## src/rtl/branch_stack.sv

```systemverilog
// Branch checkpoint stack: holds free-list snapshots of in-flight branches and restores one on a mispredict.
// Optional squash_mask output is enabled by defining BRANCH_STACK_SQUASH_MASK_EN.
`ifndef PHYS_REG_SZ_R10K
`define PHYS_REG_SZ_R10K 64
`endif

module branch_stack #(
    parameter int DEPTH   = 8,
    parameter int WIDTH   = `PHYS_REG_SZ_R10K,
    parameter int ID_BITS = $clog2(DEPTH)
) (
    input  logic               clock,
    input  logic               reset,
    input  logic               push_valid,
    input  logic [WIDTH-1:0]   push_free_list,
    output logic [ID_BITS-1:0] push_id,
    output logic               full,
    output logic               empty,
    input  logic               resolve_valid,
    input  logic [ID_BITS-1:0] resolve_id,
    input  logic               resolve_mispredict,
    output logic [WIDTH-1:0]   free_list_restore,
    output logic               restore_flag,
    output logic [ID_BITS:0]   count
`ifdef BRANCH_STACK_SQUASH_MASK_EN
    ,
    output logic [DEPTH-1:0]   squash_mask
`endif
);

    logic [ID_BITS-1:0] head_q, head_d;
    logic [ID_BITS-1:0] tail_q, tail_d;
    logic [ID_BITS:0]   count_q, count_d;
    logic [DEPTH-1:0]   valid_q, valid_d;
    logic [DEPTH-1:0]   resolved_q, resolved_d;
    logic [WIDTH-1:0]   restore_q;
    logic               flag_q;
    logic [WIDTH-1:0]   snap_mem [DEPTH];

    logic               mispredict;
    logic               correct;
    logic               pop;
    logic               pop_eff;
    logic               push;
    logic [ID_BITS-1:0] off_k;
    logic [DEPTH-1:0]   squash_vec;

    assign full    = (count_q == (ID_BITS+1)'(DEPTH));
    assign empty   = (count_q == '0);
    assign push_id = tail_q;
    assign count   = count_q;
    assign free_list_restore = restore_q;
    assign restore_flag      = flag_q;

    assign mispredict = resolve_valid && resolve_mispredict && valid_q[resolve_id];
    assign correct    = resolve_valid && !resolve_mispredict && valid_q[resolve_id];
    assign pop        = valid_q[head_q] && resolved_q[head_q];
    // A mispredict on the head squashes everything, so there is nothing left to pop.
    assign pop_eff    = pop && !(mispredict && (resolve_id == head_q));
    // The dispatching branch is younger than any mispredicting one, so it dies with it.
    assign push       = push_valid && !full && !mispredict;
    assign off_k      = resolve_id - head_q;

    // Valid entries occupy head..tail-1, so age order is the offset from head.
    generate
        for (genvar gi = 0; gi < DEPTH; gi++) begin : g_squash
            logic [ID_BITS-1:0] off_i;
            assign off_i          = ID_BITS'(gi) - head_q;
            assign squash_vec[gi] = mispredict && valid_q[gi] && (off_i >= off_k);
        end
    endgenerate

    always_comb begin
        valid_d    = valid_q;
        resolved_d = resolved_q;
        if (correct) begin
            resolved_d[resolve_id] = 1'b1;
        end
        if (pop_eff) begin
            valid_d[head_q]    = 1'b0;
            resolved_d[head_q] = 1'b0;
        end
        valid_d    = valid_d & ~squash_vec;
        resolved_d = resolved_d & ~squash_vec;
        if (push) begin
            valid_d[tail_q]    = 1'b1;
            resolved_d[tail_q] = 1'b0;
        end
        head_d = head_q + ID_BITS'(pop_eff);
        if (mispredict) begin
            tail_d  = resolve_id;
            count_d = {1'b0, off_k} - (ID_BITS+1)'(pop_eff);
        end else begin
            tail_d  = tail_q + ID_BITS'(push);
            count_d = count_q + (ID_BITS+1)'(push) - (ID_BITS+1)'(pop_eff);
        end
    end

    always_ff @(posedge clock) begin
        if (reset) begin
            head_q     <= '0;
            tail_q     <= '0;
            count_q    <= '0;
            valid_q    <= '0;
            resolved_q <= '0;
            restore_q  <= '0;
            flag_q     <= 1'b0;
        end else begin
            head_q     <= head_d;
            tail_q     <= tail_d;
            count_q    <= count_d;
            valid_q    <= valid_d;
            resolved_q <= resolved_d;
            flag_q     <= mispredict;
            if (mispredict) begin
                restore_q <= snap_mem[resolve_id];
            end
        end
    end

    always_ff @(posedge clock) begin
        if (push) begin
            snap_mem[tail_q] <= push_free_list;
        end
    end

`ifdef BRANCH_STACK_SQUASH_MASK_EN
    logic [DEPTH-1:0] mask_q;
    always_ff @(posedge clock) begin
        if (reset) begin
            mask_q <= '0;
        end else begin
            mask_q <= squash_vec;
        end
    end
    assign squash_mask = mask_q;
`endif

endmodule

```

## config.mk

```make
export PLATFORM = sky130hd
export DESIGN_NAME = branch_stack
export DESIGN_NICKNAME = d
export VERILOG_FILES = /design/src/rtl/branch_stack.sv
export SDC_FILE = /design/constraint.sdc
export NUM_CORES = 1
export LEC_CHECK = 0
export CORE_MARGIN = 8
export CORE_UTILIZATION = 59
export DETAILED_ROUTE_END_ITERATION = 12
export PLACE_DENSITY = 0.8
export SYNTH_ARGS = -nofsm -noshare
export SYNTH_HDL_FRONTEND = slang
export SYNTH_SLANG_ARGS = --single-unit
```

## constraint.sdc

```tcl
create_clock -name clock -period 9.7 [get_ports clock]
set_input_delay 1.455 -clock clock [delete_from_list [all_inputs] [get_ports clock]]
set_output_delay 1.455 -clock clock [all_outputs]
set_load 0.01 [all_outputs]
```

# [After elaboration in Yosys (flattened, before gate mapping)]
# Memory sizes are Yosys's and may differ from the RTL's. A register that Yosys moved wholly into a read port is not among the register bits.
# Cells that the tools add are included.
[op_classes] n_addsub=14 order_cmp=14 n_eq_ne=2 n_mux=21 bitwise=10 reduce_logical=33
[ops] op="AND 8 bit" count=5
[ops] op="two-way mux 8 bit" count=5
[ops] op="logical AND 1 bit" count=28
[ops] op="greater-or-equal comparator 3 bit" count=8
[ops] op="NOT 8 bit" count=3
[ops] op="bitwise OR 8 bit" count=2
[ops] op="less-than comparator 3 x 4 -> 1 bit (second input constant)" count=3
[ops] op="subtractor 3 bit (first input constant)" count=4
[ops] op="binary-select mux 1 bit (select 3 bit)" count=3
[ops] op="demux 1 bit (select 3 bit)" count=3
[ops] op="greater-or-equal comparator 3 x 1 -> 1 bit (second input constant)" count=3
[ops] op="two-way mux 1 bit" count=8
[ops] op="adder 3 x 1 -> 3 bit" count=2
[ops] op="subtractor 1 x 3 -> 3 bit (first input constant)" count=2
[ops] op="subtractor 2 x 3 -> 3 bit (first input constant)" count=2
[ops] op="adder 4 x 1 -> 4 bit" count=1
[ops] op="== test 4 bit (second input constant)" count=1
[ops] op="logical NOT 1 bit" count=4
[ops] op="logical NOT 4 bit" count=1
[ops] op="two-way mux 4 bit" count=1
[ops] op="subtractor 3 x 1 -> 4 bit" count=1
[ops] op="subtractor 4 x 1 -> 4 bit" count=1
[ops] op="== test 3 bit" count=1
[ops] op="two-way mux 3 bit" count=1
[ops] op="subtractor 3 bit" count=1
[word_totals] ff_bits=27 ramBits=512 inputBits=72 out_inout_bits=74 memories=1
[memory_table] name="snap_mem" words=8 width=64 read_ports=1 rd_clocked_by_memory_dff=1 write_ports=1 line="38" source="logic [WIDTH-1:0] snap_mem [DEPTH];"

# [Logic depth before layout (Yosys ltp)]
# Gate-level depths: netlist (run 1).
[depth] ltp_word=11 ltp_mapped=16

# [Least setup slack after synthesis (run 1)]
# No wires, ideal clock.
[synth_path] kind="input to register" start="input port resolve_id[0]" end="memory snap_mem[2][0] (netlist name) (enable)" setup_time_ps=568 t_arrival_ps=7017 setup_slack_ps=2115 path_stages=8 n_path_buf=1 cell_sequence="buf_2 > inv_1 > o21ai_2 > a211oi_4 > nor2_4 > nor2_1 > inv_2 > nor3_1"
[synth_between] elab_chain_cells=7
[synth_rtl] item="start: declaration" line="20" source="input logic [ID_BITS-1:0] resolve_id,"
[synth_rtl] item="binary-select mux 1 bit (select 3 bit)" line="55" source="assign mispredict = resolve_valid && resolve_mispredict && valid_q[resolve_id];"
[synth_rtl] item="two-way mux 1 bit (implied by the code)" line="55"
[synth_rtl] item="logical AND 1 bit" line="55"
[synth_rtl] item="logical NOT 1 bit" line="61" source="assign push = push_valid && !full && !mispredict;"
[synth_rtl] item="logical AND 1 bit" line="61"
[synth_rtl] item="two-way mux 1 bit" line="122" source="if (push) begin"
[synth_rtl] item="two-way mux 1 bit (implied by the code)" line="123" source="snap_mem[tail_q] <= push_free_list;"
[synth_rtl] item="end: declaration" line="38"
# No other way between the ends. The select of a mux whose other input is x is not followed.

# [Worst setup path in the final report (run 1)]
[layout_path] start="input port resolve_id[2]" end="memory snap_mem[1][30] (netlist name) (enable)"
# Same word-level chain as after synthesis.

==> results of run 1 <==
through the flow:
step / total power, mW / setup slack (ps) / instances
6_report: 5.54 / 4730 / 2007
2_1_floorplan: 3.26 / 2110 / 1317
3_5_place_dp: 3.46 / 4190 / 1903
5_1_grt: 5.70 / 4520 / 2007
3_3_place_gp: 3.44 / 4300 / 1903
4_1_cts: 5.56 / 4810 / 2007
worst max-delay path: stages:
cell             delay (ps)
clkdlybuf4s50_1         810
or3b_1                  550
a21oi_2                 220
a211o_1                 360
nand2_1                 380
nand4_1                 290
clkinv_2                560
buf_4                   560
sequential cells by signal, summed over array words and instances, names as in the netlist:
name,count
count,4
free_list_restore,64
head_q,3
push_id,3
resolved_q,8
restore_flag,1
snap_mem,512
valid_q,8
worst max-delay path by stage:
stage | start | endpoint | slack (ps) | cells past startpoint
after floorplan | resolve_id[0] | snap_mem[2][0]$_DFFE_PP_ | 2110 | 8
after global placement | resolve_id[1] | snap_mem[7][15]$_DFFE_PP_ | 4300 | 9
after detailed placement | resolve_id[2] | snap_mem[1][15]$_DFFE_PP_ | 4190 | 8
after CTS | resolve_id[1] | snap_mem[7][5]$_DFFE_PP_ | 4810 | 9
after global routing | resolve_id[0] | resolved_q[2]$_SDFF_PP0_ | 4520 | 15
final | resolve_id[2] | snap_mem[1][30]$_DFFE_PP_ | 4730 | 8
area by class of cell:
type                            count  area share, %
Multi-Input combinational cell    600           18.1
Clock buffer                       74           5.75
Inverter                           23          0.351
Clock inverter                     30           1.13
Sequential cell                   603           66.0
Tap cell                          511           2.45
Timing Repair Buffer              166           6.17
kinds of logic after synthesis:
family / count (synthesis) / share of synthesized area [%]
buffers and inverters: 114 / 2.27
DFF: 603 / 76.9
and+or+nand+nor: 170 / 3.79
muxes: 2 / 0.0895
xor gates and xnor gates: 11 / 0.431
AOI/OAI and AO/OA: 384 / 14.6
adders and majority gates: 33 / 1.90
synth_stat cells (8+ instances only):
library cell    n
inv_1          22
buf_1           8
a311oi_1       66
a22o_1        131
a21oi_1        16
dfxtp_1        91
edfxtp_1      512
a221oi_1      128
clkbuf_1       40
nand3_1         9
buf_2          39
ha_1           30
and3_1          8
xnor2_1         8
nor2_1         78
nor3_1          8
nand2_1        21
routing by layer:
layer	global-route usage (%)	up-vias	share of wire [%]
met4	9.00	6	3.1
li1	-	5735	-
met3	5.34	133	9.9
met1	31.4	6623	38
met5	0	-	0.069
met2	38.9	792	49
power by group:
group / leakage [nW] / internal (mW) / switching, mW
Sequential: 5.38 / 2.95 / 0.0490
Clock: 0.884 / 1.20 / 0.936
Combinational: 2.05 / 0.146 / 0.254
Total: 8.31 / 4.30 / 1.24
==> impl_metrics.toml, run 1 <==
[die]
initial_core_util_pct = 59.6
die_area_um2 = 44400
coreArea_um2 = 37500
pin_count = 146
dieHeight_um = 211
num_rows = 71
die_w_um = 211

[cells_and_area]
fillers = 2409
multi_input_area_um2 = 4720
stdcell_area_um2 = 26000
area_growth_pct = 16.5
layout_commonest_cell = "edfxtp_1"
antenna_cells = 0
fin_util_pct = 69.5
final_nets = 1553
drive_gt1_share_pct = 9.02
mostFrequentLayoutCells = "edfxtp_1 (512), clkdlybuf4s50_1 (144), a22o_1 (131)"
regArea_um2 = 17200

[worst_setup_path]
cp_data_required_time_ps = 9970
r2r_end = "resolved_q[4]$_SDFF_PP0_"
r2r_slack_ps = 5920
cp_data_arrival_time_ps = 5240
timing.rr.start = "head_q[0]$_SDFF_PP0_"
path_max_fanout = 36
end_kind = "register"
reg2reg_depth = 13
start_kind = "input port"
worstSetupPathType = "input port to register"

[detailed_routing]
routed_wl_mm = 53.9
drt_iter0_markers = 1441
drc = 0
detail-route-antenna-nets = 0
wl_per_cell_um = 26.8
vias = 13300
drt-pass1-iter-count = 5
via_per_inst = 6.62

[synthesis]
yosysSeqAreaShare_pct = 76.9
syn_area_per_cell_um2 = 17.0
synth.top_cell.area_share_pct = 68.8
yosysUniqueCellTypes = 61
ys_async_sr_fraction_pct = 0
synth_top_area_cell = "edfxtp_1"
synth-edff-count = 512
yosysWarnings = 0
synthTopCellsByArea = "edfxtp_1 (69%), dfxtp_1 (8.1%), a22o_1 (5.1%)"
synthFlopType = "edfxtp_1"
synth_cells = 1317
syn_area_um2 = 22400
ys_ff_latch = 603
syn-num-nets = 1421

[timing]
fin_worst_skew_ps = 33.5
fmax_mhz = 201
finalCritPeriodShare_pct = 51.2
drv_slew = 0
hold_ws_ps = 502
rsz0062_at_grt = "false"
relSlewSlack_pct = 21.8
fin_crit_ps = 4970
fin_tns_setup_ps = 0
hold_viol = 0
finalSetupViolCount = 0
worst_pin_slew_ps = 1170

[global_routing]
grt_pass1_wl_mm = 80.7
grt_pass1_vias = 13400
track_usage_pct = 23.9
grt-ovfl-total = 0
antenna_found_initial = 3
grt_max_degree = 87

[power]
powerDensity_nw_per_um2 = 213
p_leak_nw = 8.31
ir_drop_mv = 0.208

[hold_path]
hold_end = "free_list_restore[30]$_SDFFE_PP0N_"
min_path_type = "register to register"
worstHoldPathCells = 2
min_from = "free_list_restore[30]$_SDFFE_PP0N_"

[run_status]
status = "complete, no violations"

[clocking]
cts_tree = "done"
clk_latency_ps = 620
cts_root_buf = "clkbuf_16"
clockBufferDepth = 3
h-tree-depth = 2
cts_num_sinks = 603
path_clk_slew_ps = 60
post_cts_resized = 0
post-cts-setup-buffers = 0
cts_buffers = 55
cts_hold_buf = 0

[place]
hpwlAfterDp_mm = 27.0
portBuffers = 145
dpl_cell_area_um2 = 24300
place_congestion = 0.909

[job]
drv_cap = 0
(Power assumes the default switching activity.)
==> run 2, diff against run 1 <==
--- a/config.mk
+++ b/config.mk
@@ -6,9 +6,9 @@
 export NUM_CORES = 1
 export LEC_CHECK = 0
 export CORE_MARGIN = 8
-export CORE_UTILIZATION = 59
+export CORE_UTILIZATION = 53
 export DETAILED_ROUTE_END_ITERATION = 12
-export PLACE_DENSITY = 0.8
+export PLACE_DENSITY = 0.76
 export SYNTH_ARGS = -nofsm -noshare
 export SYNTH_HDL_FRONTEND = slang
 export SYNTH_SLANG_ARGS = --single-unit
==> constraint.sdc (replaced) <==
create_clock -name clock -period 4.3 [get_ports clock]
set_input_delay 0.645 -clock clock [delete_from_list [all_inputs] [get_ports clock]]
set_output_delay 0.645 -clock clock [all_outputs]
set_load 0.01 [all_outputs]
==> impl_metrics.toml, run 2 (synthesized netlist as in run 1, its figures left out) <==
[timing]
fin_tns_setup_ps = 0
hold_viol = 0
finalCritPeriodShare_pct = 80.0
fin_crit_ps = 3440
finalSetupViolCount = 0
drv_slew = 0
relSlewSlack_pct = 50.7
fmax_mhz = 291
fin_worst_skew_ps = 16.5
rsz0062_at_grt = "false"
worst_pin_slew_ps = 740

[global_routing]
grt-ovfl-total = 0
grt_max_degree = 136
grt_pass1_vias = 13800
grt_pass1_wl_mm = 83.9
antenna_found_initial = 5
track_usage_pct = 22.0

[detailed_routing]
drt_iter0_markers = 1220
detail-route-antenna-nets = 0
drt-pass1-iter-count = 5
drc = 0
wl_per_cell_um = 27.1
vias = 13400
routed_wl_mm = 55.7
via_per_inst = 6.52

[die]
num_rows = 75
coreArea_um2 = 41800
dieHeight_um = 221
pin_count = 146
die_area_um2 = 49000
die_w_um = 221
initial_core_util_pct = 53.5

[cells_and_area]
regMostFlops = "snap_mem"
regArea_um2 = 17200
mostFrequentLayoutCells = "edfxtp_1 (512), clkdlybuf4s50_1 (144), a22o_1 (131)"
layout_commonest_cell = "edfxtp_1"
finalNonFillerCells = 2056
fillers = 2760
area_growth_pct = 18.8
drive_gt1_share_pct = 10.2
largest_reg_flops = 512
final_nets = 1572
multi_input_area_um2 = 4730
fin_util_pct = 63.6

[place]
place_congestion = 0.927
portBuffers = 145
dp_cells = 1951
hpwlAfterDp_mm = 29.4

[clocking]
cts_tree = "done"
cts_num_sinks = 603
cts_hold_buf = 0
path_clk_slew_ps = 60
cts_root_buf = "clkbuf_16"
h-tree-depth = 2
cts_buffers = 54
clockBufferDepth = 3
clk_latency_ps = 590
post-cts-setup-buffers = 0
post_cts_resized = 0

[worst_setup_path]
cp_data_arrival_time_ps = 3940
worstSetupPathType = "input port to register"
cp_data_required_time_ps = 4800
start_kind = "input port"
critPathBufInv = 4
crit_slowest_cell = "clkdlybuf4s50_1"
end_kind = "register"
slowest_delay_ps = 740
crit_family = "buffers and inverters"
worstPathCellList = "clkdlybuf4s50_1, mux2i_1, a211oi_2, a211oi_4, nor2_4, nor2_1, inv_2, ha_1, inv_1, ha_1, inv_1, fa_1, xnor2_1, nand2_1, a21oi_1"
path_max_fanout = 10

[job]
drv_cap = 0

[power]
finalPower_mw = 12.7
powerDensity_nw_per_um2 = 477
ir_drop_mv = 0.314
p_leak_nw = 8.50

[run_status]
status = "complete, no violations"

[hold_path]
min_path_type = "register to register"
run 2: cell count changes in the layout (fill, tap and decap cells not counted), moves of 2 or more:
cell / previous run / this run
nor3_2: 4 / 2
clkbuf_1: 14 / 10
buf_12: 0 / 20
clkbuf_8: 5 / 11
diode_2: 0 / 4
clkinv_2: 19 / 14
clkinv_8: 2 / 0
nor3_4: 0 / 2
bufinv_16: 4 / 6
run 2: area by class of cell:
type | count | area share (%)
flip-flops and latches | 603 | 64.7
clock inverters | 25 | 1.06
clock buffers | 76 | 5.89
repair buffers | 186 | 7.56
multi-input cells | 600 | 17.8
diodes | 4 | 0.0377
well taps | 539 | 2.54
inverters | 23 | 0.344
run 2: routing by layer:
layer	track usage [%]	up-vias	wire length, um
li1	-	5765	-
met1	29.1	6862	22800
met2	36.2	666	26600
met3	4.44	104	4660
met4	7.47	2	1600
met5	0	-	9
run 2: stage by stage:
step	hold WS, ps	area [um2]	setup WS [ps]
floorplan	447	22400	-483
global placement	490	24700	389
detailed placement	494	24700	285
CTS	502	26500	870
global route	524	26600	638
finish	496	26600	860
run 2: report_power, final:
part	internal, mW	switching (mW)
sequential	6.66	0.111
clock	2.89	2.04
combinational	0.362	0.595
run 2: worst paths after layout:
kind | start | endpoint | slack, ps | cells after the start
min reg2reg | free_list_restore[8]$_SDFFE_PP0N_ | free_list_restore[8]$_SDFFE_PP0N_ | 500 | 2
min | free_list_restore[8]$_SDFFE_PP0N_ | free_list_restore[8]$_SDFFE_PP0N_ | 500 | 2
max reg2reg | head_q[2]$_SDFF_PP0_ | count[2]$_SDFF_PP0_ | 990 | 12
max | resolve_id[1] | count[2]$_SDFF_PP0_ | 860 | 15
run 2: worst reg2reg max path, stage by stage, from the launching register on:
cell     delay [ps]
dfxtp_1         740
inv_1           340
o31a_1          350
o311a_1         260
and2_1          270
ha_1            280
inv_1            70
ha_1            170
inv_1            60
fa_1            370
xnor2_1         140
nand2_1          70
a21oi_1         130
